<file path="src/rtl/secure_mem_host.sv">
// secure_mem_host
// Host-side initiator for the password-gated RAM/ROM store. It takes single
// read/write requests, checks the caller's key locally, drives the
// password/data/strobe sequence the store expects, and returns a one-cycle
// response. After MAX_FAIL consecutive key failures it locks out until
// unlock (in IDLE) or rst.
//
// State table
//   IDLE    | ready for a request; unlock clears the failure counter
//   CHECK   | compare the latched key; decide error or bus access
//   SEL     | password and data presented on the memory bus
//   MODE    | read: mem_re pulse; write: one more setup cycle
//   ACC     | write strobe (writes only)
//   WAIT_RD | wait RD_LAT cycles, capture mem_rdata on the last edge
//   RESP    | one-cycle rsp_valid pulse
//   GAP     | idle bus for GAP_CYC cycles after a bus transaction
//
// Ports
//   clk, rst                 clock, async active-high reset
//   req_valid/req_ready      request handshake
//   req_write, req_rom       operation and target
//   req_key, req_wdata       caller key and write data
//   unlock                   clears the failure counter (IDLE only)
//   rsp_valid/rsp_err/rsp_rdata  one-cycle response
//   locked, fail_cnt         lockout status
//   mem_pw, mem_data, mem_we, mem_re, mem_rdata  memory bus
module secure_mem_host #(
  parameter logic [5:0]  RAM_KEY  = 6'h3F,
  parameter logic [5:0]  ROM_KEY  = 6'h3E,
  parameter int unsigned MAX_FAIL = 3,
  parameter int unsigned RD_LAT   = 1,
  parameter int unsigned GAP_CYC  = 1
) (
  input  logic       clk,
  input  logic       rst,
  input  logic       req_valid,
  output logic       req_ready,
  input  logic       req_write,
  input  logic       req_rom,
  input  logic [5:0] req_key,
  input  logic [7:0] req_wdata,
  input  logic       unlock,
  output logic       rsp_valid,
  output logic       rsp_err,
  output logic [7:0] rsp_rdata,
  output logic       locked,
  output logic [2:0] fail_cnt,
  output logic [7:0] mem_pw,
  output logic [7:0] mem_data,
  output logic       mem_we,
  output logic       mem_re,
  input  logic [7:0] mem_rdata
);

  localparam logic [2:0] MAX_FAIL_C = MAX_FAIL[2:0];
  localparam logic [1:0] RD_LAT_M1  = 2'(RD_LAT - 1);
  localparam logic [1:0] GAP_M1     = 2'(GAP_CYC - 1);

  typedef enum logic [2:0] {
    S_IDLE, S_CHECK, S_SEL, S_MODE, S_ACC, S_WAIT_RD, S_RESP, S_GAP
  } state_t;

  state_t     state_q, state_d;
  logic       write_q, rom_q, err_q;
  logic [5:0] key_q;
  logic [7:0] wdata_q, rdata_q;
  logic [1:0] cnt_q;
  logic [2:0] fail_q;
  logic       key_bad, bus_en;

  assign locked   = (fail_q == MAX_FAIL_C);
  assign fail_cnt = fail_q;
  assign key_bad  = (key_q != (rom_q ? ROM_KEY : RAM_KEY));

  always_ff @(posedge clk or posedge rst) begin
    if (rst) state_q <= S_IDLE;
    else     state_q <= state_d;
  end

  always_comb begin
    state_d   = state_q;
    req_ready = 1'b0;
    rsp_valid = 1'b0;
    rsp_err   = 1'b0;
    rsp_rdata = 8'h00;
    mem_pw    = 8'h00;
    mem_data  = 8'h00;
    mem_we    = 1'b0;
    mem_re    = 1'b0;
    bus_en    = 1'b0;
    case (state_q)
      S_IDLE: begin
        // rst gating keeps ready low while reset is held
        req_ready = !unlock && !rst;
        if (req_valid && req_ready) state_d = S_CHECK;
      end
      S_CHECK: state_d = (locked || key_bad) ? S_RESP : S_SEL;
      S_SEL: begin
        bus_en  = 1'b1;
        state_d = S_MODE;
      end
      S_MODE: begin
        bus_en  = 1'b1;
        mem_re  = !write_q;
        state_d = write_q ? S_ACC : S_WAIT_RD;
      end
      S_ACC: begin
        bus_en  = 1'b1;
        mem_we  = 1'b1;
        state_d = S_RESP;
      end
      S_WAIT_RD: begin
        bus_en = 1'b1;
        if (cnt_q == 2'd0) state_d = S_RESP;
      end
      S_RESP: begin
        rsp_valid = 1'b1;
        rsp_err   = err_q;
        rsp_rdata = rdata_q;
        state_d   = err_q ? S_IDLE : S_GAP;
      end
      S_GAP: if (cnt_q == 2'd0) state_d = S_IDLE;
      default: state_d = S_IDLE;
    endcase
    if (bus_en) begin
      mem_pw   = {~rom_q, ~write_q, key_q};
      mem_data = wdata_q;
    end
  end

  always_ff @(posedge clk or posedge rst) begin
    if (rst) begin
      write_q <= 1'b0;
      rom_q   <= 1'b0;
      key_q   <= 6'h00;
      wdata_q <= 8'h00;
      err_q   <= 1'b0;
      rdata_q <= 8'h00;
      cnt_q   <= 2'd0;
      fail_q  <= 3'd0;
    end else begin
      case (state_q)
        S_IDLE: begin
          if (unlock) begin
            fail_q <= 3'd0;
          end else if (req_valid) begin
            write_q <= req_write;
            rom_q   <= req_rom;
            key_q   <= req_key;
            wdata_q <= req_wdata;
          end
        end
        S_CHECK: begin
          // rdata cleared here so writes and errors respond with 0
          rdata_q <= 8'h00;
          if (locked) begin
            err_q <= 1'b1;
          end else if (key_bad) begin
            err_q <= 1'b1;
            if (fail_q < MAX_FAIL_C) fail_q <= fail_q + 3'd1;
          end else begin
            err_q  <= 1'b0;
            fail_q <= 3'd0;
          end
        end
        S_MODE: cnt_q <= RD_LAT_M1;
        S_WAIT_RD: begin
          if (cnt_q == 2'd0) rdata_q <= mem_rdata;
          else               cnt_q   <= cnt_q - 2'd1;
        end
        S_RESP: cnt_q <= GAP_M1;
        S_GAP: if (cnt_q != 2'd0) cnt_q <= cnt_q - 2'd1;
        default: ;
      endcase
    end
  end

endmodule

</file>
<file path="config.mk">
export PLATFORM = sky130hd
export DESIGN_NAME = secure_mem_host
export DESIGN_NICKNAME = d
export VERILOG_FILES = /design/src/rtl/secure_mem_host.sv
export SDC_FILE = /design/constraint.sdc
export NUM_CORES = 1
export LEC_CHECK = 0
export ABC_CLOCK_PERIOD_IN_PS = 1690
export BUFFER_PORTS_ARGS = -buffer_cell sky130_fd_sc_hd__clkbuf_2
export CAP_MARGIN = 10
export CORE_MARGIN = 10
export CORE_UTILIZATION = 49
export DETAILED_ROUTE_END_ITERATION = 8
export PLACE_DENSITY = 0.79
export SKIP_CTS_REPAIR_TIMING = 1
export SLEW_MARGIN = 20
export SYNTH_ARGS = -nofsm -noshare
export SYNTH_HDL_FRONTEND = slang
export SYNTH_SLANG_ARGS = --single-unit
</file>
<file path="constraint.sdc">
create_clock -name clk -period 1.69 [get_ports clk]
set_input_delay 0.2535 -clock clk [delete_from_list [all_inputs] [get_ports clk]]
set_output_delay 0.2535 -clock clk [all_outputs]
set_load 0.03 [all_outputs]
</file>
# --- After elaboration in Yosys (flattened, before gate mapping) ---
# Index checks and enable logic that the tools add are counted.
word_totals:
  register_bits: 33
  latch_bits: 0
  ramBits: 0
  rom_bits: 0
  in_bits: 28
  mem_count: 0
op_classes:
  n_addsub: 2
  mul: 0
  div_mod_pow: 0
  magnitude_cmp: 1
  eq_ne: 17
  shifts: 0
  mux: 29
  bitwise_logic: 3
  n_reduce_logical: 19
op_table:
  columns: ["operator", "n"]
  rows:
  - ["two-way mux 8 bit", 4]
  - ["two-way mux 3 bit", 9]
  - ["case mux 3 bit (8 select lines)", 1]
  - ["case mux 8 bit (2 select lines)", 1]
  - ["!= test 2 bit (second input constant)", 7]
  - ["equality test 3 bit (second input constant)", 4]
  - ["two-way mux 1 bit", 10]
  - ["equality test 3 x 2 -> 1 bit (second input constant)", 3]
  - ["AND reduction 3 bit", 3]
  - ["!= test 6 bit", 1]
  - ["case mux 2 bit (3 select lines)", 1]
  - ["case mux 3 bit (2 select lines)", 1]
  - ["nonzero test 2 bit", 3]
  - ["two-way mux 2 bit", 2]
  - ["AND reduction 4 bit", 1]
  - ["OR reduction 4 bit", 1]
  - ["adder 3 x 1 -> 3 bit (second input constant)", 1]
  - ["equality test 3 x 1 -> 1 bit (second input constant)", 1]
  - ["logical NOT 1 bit", 3]
  - ["logical NOT 3 bit", 1]
  - ["less-than comparator 3 x 2 -> 1 bit (second input constant)", 1]
  - ["!= test 3 bit (second input constant)", 1]
  - ["NOT 1 bit", 3]
  - ["nonzero test 3 bit", 1]
  - ["6 further kinds", 7]

# --- Logic depth before layout (Yosys ltp) ---
depth:
  ltp_word: 5
  depth_mapped: 6

# --- Worst setup path before layout ---
# No wires, ideal clock.
synth_timing:
  kind: "flip-flop to output port"
  from: "register state_q[0]"
  to: "output port rsp_rdata[0]"
  arrival_ns: 1.625
  required_time_ns: 1.436
  slack_ns: -0.189
  stages_incl_launch_ff: 4
  path_buffers: 0
  cell_sequence: "dfrtp_1 > nand2b_1 > nor2_1 > and2_1"
synth_via:
  elab_chain_cells: 2
synth_lines:
  columns: ["item", "line_no", "rtl"]
  rows:
  - ["from (decl)", "63", "state_t state_q, state_d;"]
  - ["from (signal assigned)", "77", "else state_q <= state_d;"]
  - ["equality test 3 bit", "91", "case (state_q)"]
  - ["two-way mux 8 bit", "91", null]
  - ["to (decl)", "45", "output logic [7:0] rsp_rdata,"]
# No other way between the ends.

# --- Final worst setup path ---
layout_timing:
  from: "register state_q[2]"
  to: "output port mem_we"
layout_via:
  elab_chain_cells: 2
layout_lines:
  columns: ["item", "line_no", "rtl"]
  rows:
  - ["equality test 3 bit", "91", null]
  - ["two-way mux 1 bit", "91", null]
  - ["to (decl)", "50", "output logic mem_we,"]
# No other way between the ends.

==> results.txt <==
----------------------------------------------------
[Status]
  Status ... finished with violations
  Violations in the final reports ... negative setup slack

[Placed design]
  Setup Slack @ Placement ... 0.0159 ns
  Inst Count DP ... 266
  Detail Placement HPWL ... 3230 um
  I/O Buffers ... 60
  Last weighted congestion value of the routability-driven placer ... 0.854

[Timing]
  Number of failing hold endpoints at the final stage ... 0
  Clock period minus worst slack ... 1.76 ns
  Setup violations, final ... 28
  Fmax ... 569 MHz
  Skew final ... 0.00571 ns
  RSZ-0062 raised after global routing ... true
  Fin crit share ... 1.04
  Worst slew margin relative to its limit ... 0.720
  Summed negative setup slack over all endpoints ... -1.23 ns
  Final critical-path setup slack ... -0.0689 ns
  Slew of the pin with the lowest slew margin ... 0.420 ns
  Number of max-slew violations in the final report ... 0

[Detailed routing]
  Number of design-rule violations left by the first detailed-router iteration ... 114
  Per-cell via count in the routed design ... 5.38
  Count of unresolved DRC violations after routing ... 0
  Post-detailed-route count of antenna-violating nets ... 0
  Wire length after detailed routing ... 4840 um
  Number of iterations in the first detailed-routing pass ... 4
  Post-DR wirelength/cell ... 17.1 um
  Total vias in the final route ... 1,522

[Synthesis]
  Complex-gate fraction of the synthesized area ... 0.141
  Simple logic cell fraction of the synthesized area ... 0.177
  Cell area after synthesis ... 1760 um2
  Number of synthesized flops with an enable pin ... 0
  Cell count after synthesis ... 155
  Ys Warns ... 0
  Combinational family with the most area after synthesis ... simple AND/OR/NAND/NOR gates
  Portion of netlist area occupied by mux cells ... 0.130
  Seq/Total Area, Yosys ... 0.470
  Xor and xnor fraction of the mapped netlist area ... 0.0150
  Flip-flop cell with the highest count after synthesis ... sky130_fd_sc_hd__dfrtp_1
  Synth unique cells ... 33
  Post-synthesis net count ... 186
  Mean instance size in the synthesized netlist ... 11.3 um2
  Adder and majority cell fraction of the synthesized area ... 0.0214
  Flip-flop and latch count after synthesis ... 33
  Fraction of synthesis flops using an asynchronous set or reset pin ... 1.00

[Clocking]
  Num Clock Sinks ... 33
  Clock tree root buffer cell ... sky130_fd_sc_hd__clkbuf_4
  CTS tree ... yes
  Clock latency on the worst-skew pair ... 0.34 ns
  CTS max path bufs ... 2
  Maximum level of the CTS H-tree ... 2
  Clock edge transition at the registers on the reported setup and hold paths ... 0.10 ns
  Number of clock buffers inserted by TritonCTS ... 5

[Floorplan]
  Starting Density ... 0.518
  Width of the chip ... 79.9 um
  Die Y ... 79.9 um
  Die ar. ... 6380 um2
  Boundary Pins ... 61
  Core region area ... 3390 um2
  Standard-cell row count ... 21

[Pwr]
  Flop pwr share ... 0.255
  P_leak ... 1.31 nW
  Switch Pwr ... 2.53 mW
  Share of power burned in the clock network ... 0.073
  Pwr per Cell Area ... 2210 nW/um2
  Post-route total power ... 5.84 mW
  Proportion of total power due to net switching ... 0.434
  Maximum vdd ir drop ... 0.00146 V
  Int Pwr ... 3.30 mW
  Relative contribution of combinational cells to total power ... 0.672

[Critical path]
  Class of the most critical setup path ... reg2out
  FF-to-FF path depth ... 7
  CP required ... 1.44 ns
  Worst setup slack for register-to-register paths ... 0.07 ns
  FF-to-FF Start ... state_q[1]
  Nature of the critical path startpoint ... register
  Sort of element at the end of the critical path ... primary output
  Critical Path AT ... 1.51 ns
  Largest fanout on the critical path ... 6
  Worst r2r dst ... state_q[1]

[Global routing]
  Maximum number of pins on one net before global-route repair ... 34
  Global-route wire length before repair ... 7060 um
  Number of antenna violations at the first check in global routing ... 0
  Total congestion overflow after global routing ... 0
  Number of global-route vias before repair ... 1,568
  Gr usage total ... 0.137

[Job]
  Count of maximum capacitance violations ... 0

[Cells and area]
  Share of layout cells above drive strength 1 ... 0.633
  Area added between synthesis and finish ... 50.4%
  Post-Layout Cell Count ... 283
  Antenna Diode Count ... 0
  Footprint of the multi-input gates ... 1020 um2
  Fill count ... 211
  Post-route core utilization ... 0.779
  Fin nets ... 267
  Combined flip-flop and latch cell area ... 832 um2

[Min path]
  Hold Crit Class ... in2async

----------------------------------------------------
==> worst max-delay path, stage by stage, from the launching register on <==
cell and delay, ns:
sky130_fd_sc_hd__dfrtp_2 0.51, sky130_fd_sc_hd__inv_2 0.12, sky130_fd_sc_hd__buf_4 0.18, sky130_fd_sc_hd__nor3_2 0.18, sky130_fd_sc_hd__buf_4 0.18
==> state kept, by name, indices dropped and copies added, names as in the netlist <==
name	flops
rom_q	1
cnt_q	2
write_q	1
err_q	1
fail_cnt	3
key_q	6
state_q	3
rdata_q	8
wdata_q	8
==> layout by cell type (no fill, tap or decap), drive strengths merged <==
cell type / netlist / layout
o221ai: 1 / 1
inv: 6 / 6
nand2: 6 / 6
nand2b: 4 / 4
and2: 23 / 23
a211oi: 1 / 1
o31a: 1 / 1
xor2: 2 / 2
xnor2: 1 / 1
buf: 5 / 49
nor4: 1 / 1
mux2: 17 / 17
nor2: 7 / 8
a21boi: 1 / 1
nor4b: 2 / 2
o21ai: 2 / 2
ha: 3 / 3
nor2b: 2 / 2
clkbuf: 2 / 37
o22ai: 5 / 5
o31ai: 1 / 1
a22o: 13 / 13
clkinv: 1 / 3
a21oi: 8 / 8
a21o: 1 / 1
dfrtp: 33 / 33
nor3: 5 / 5
nand3: 1 / 1
==> power groups by stage <==
| stage | clock (mW) | combinational (mW) | sequential [mW] |
|---|---|---|---|
| after floorplan | 0 | 2.00 | 1.38 |
| after global placement | 0 | 2.71 | 1.42 |
| after detailed placement | 0 | 2.73 | 1.44 |
| after CTS | 0.432 | 2.75 | 1.43 |
| after global routing | 0.474 | 4.16 | 1.55 |
| final | 0.426 | 3.92 | 1.49 |
==> final cells by class <==
class                           count  share of cell area
Clock inverter                      2             0.00379
Clock buffer                        6              0.0156
Multi-Input combinational cell    109               0.387
Sequential cell                    33               0.315
Tap cell                           46              0.0218
Timing Repair Buffer               80               0.247
Inverter                            7             0.00995
==> cell usage after synthesis (2+ instances only) <==
master / n / area (um2)
sky130_fd_sc_hd__a21oi_1: 8 / 40.0
sky130_fd_sc_hd__a22o_1: 13 / 114
sky130_fd_sc_hd__and2_1: 23 / 144
sky130_fd_sc_hd__buf_2: 2 / 10.0
sky130_fd_sc_hd__buf_6: 3 / 33.8
sky130_fd_sc_hd__clkbuf_1: 2 / 7.51
sky130_fd_sc_hd__dfrtp_1: 33 / 826
sky130_fd_sc_hd__ha_1: 3 / 37.5
sky130_fd_sc_hd__inv_1: 6 / 22.5
sky130_fd_sc_hd__mux2_2: 7 / 78.8
sky130_fd_sc_hd__mux2_4: 10 / 150
sky130_fd_sc_hd__nand2_1: 5 / 18.8
sky130_fd_sc_hd__nand2b_1: 4 / 25.0
sky130_fd_sc_hd__nor2_1: 7 / 26.3
sky130_fd_sc_hd__nor2b_1: 2 / 12.5
sky130_fd_sc_hd__nor3_1: 4 / 20.0
sky130_fd_sc_hd__nor4b_1: 2 / 17.5
sky130_fd_sc_hd__o22ai_1: 5 / 31.3
sky130_fd_sc_hd__xor2_1: 2 / 17.5
==> stage by stage <==
step,cell area [um2],hold slack [ns]
final,2640,0.0180
after detailed placement,2170,0.387
after floorplan,1770,0.387
after global routing,2640,0.0601
after global placement,2170,0.389
after CTS,2220,0.0132
==> per-layer routing <==
metal	vias to the layer above	track usage	share of wire
met4	0	0.0599	0.017
li1	713	-	-
met3	8	0.0642	0.095
met5	-	0	0
met2	58	0.222	0.50
met1	743	0.149	0.38
==> cells by family after synthesis <==
kind of cell | after synthesis
compound gates | 34
xor+xnor | 3
fa+ha+maj | 3
buf+inv | 14
flops | 33
mux | 17
simple gates | 51
==> worst max-delay path by stage <==
stage	depth (start not counted)	start	endpoint
after global routing	4	state_q[2]	rsp_err
after detailed placement	5	fail_cnt[0]	err_q
after CTS	4	state_q[1]	mem_pw[7]
after floorplan	6	fail_cnt[0]	fail_cnt[0]
after global placement	5	fail_cnt[0]	err_q
final	4	state_q[2]	mem_we
No activity file was read; power rests on OpenSTA's default activity.
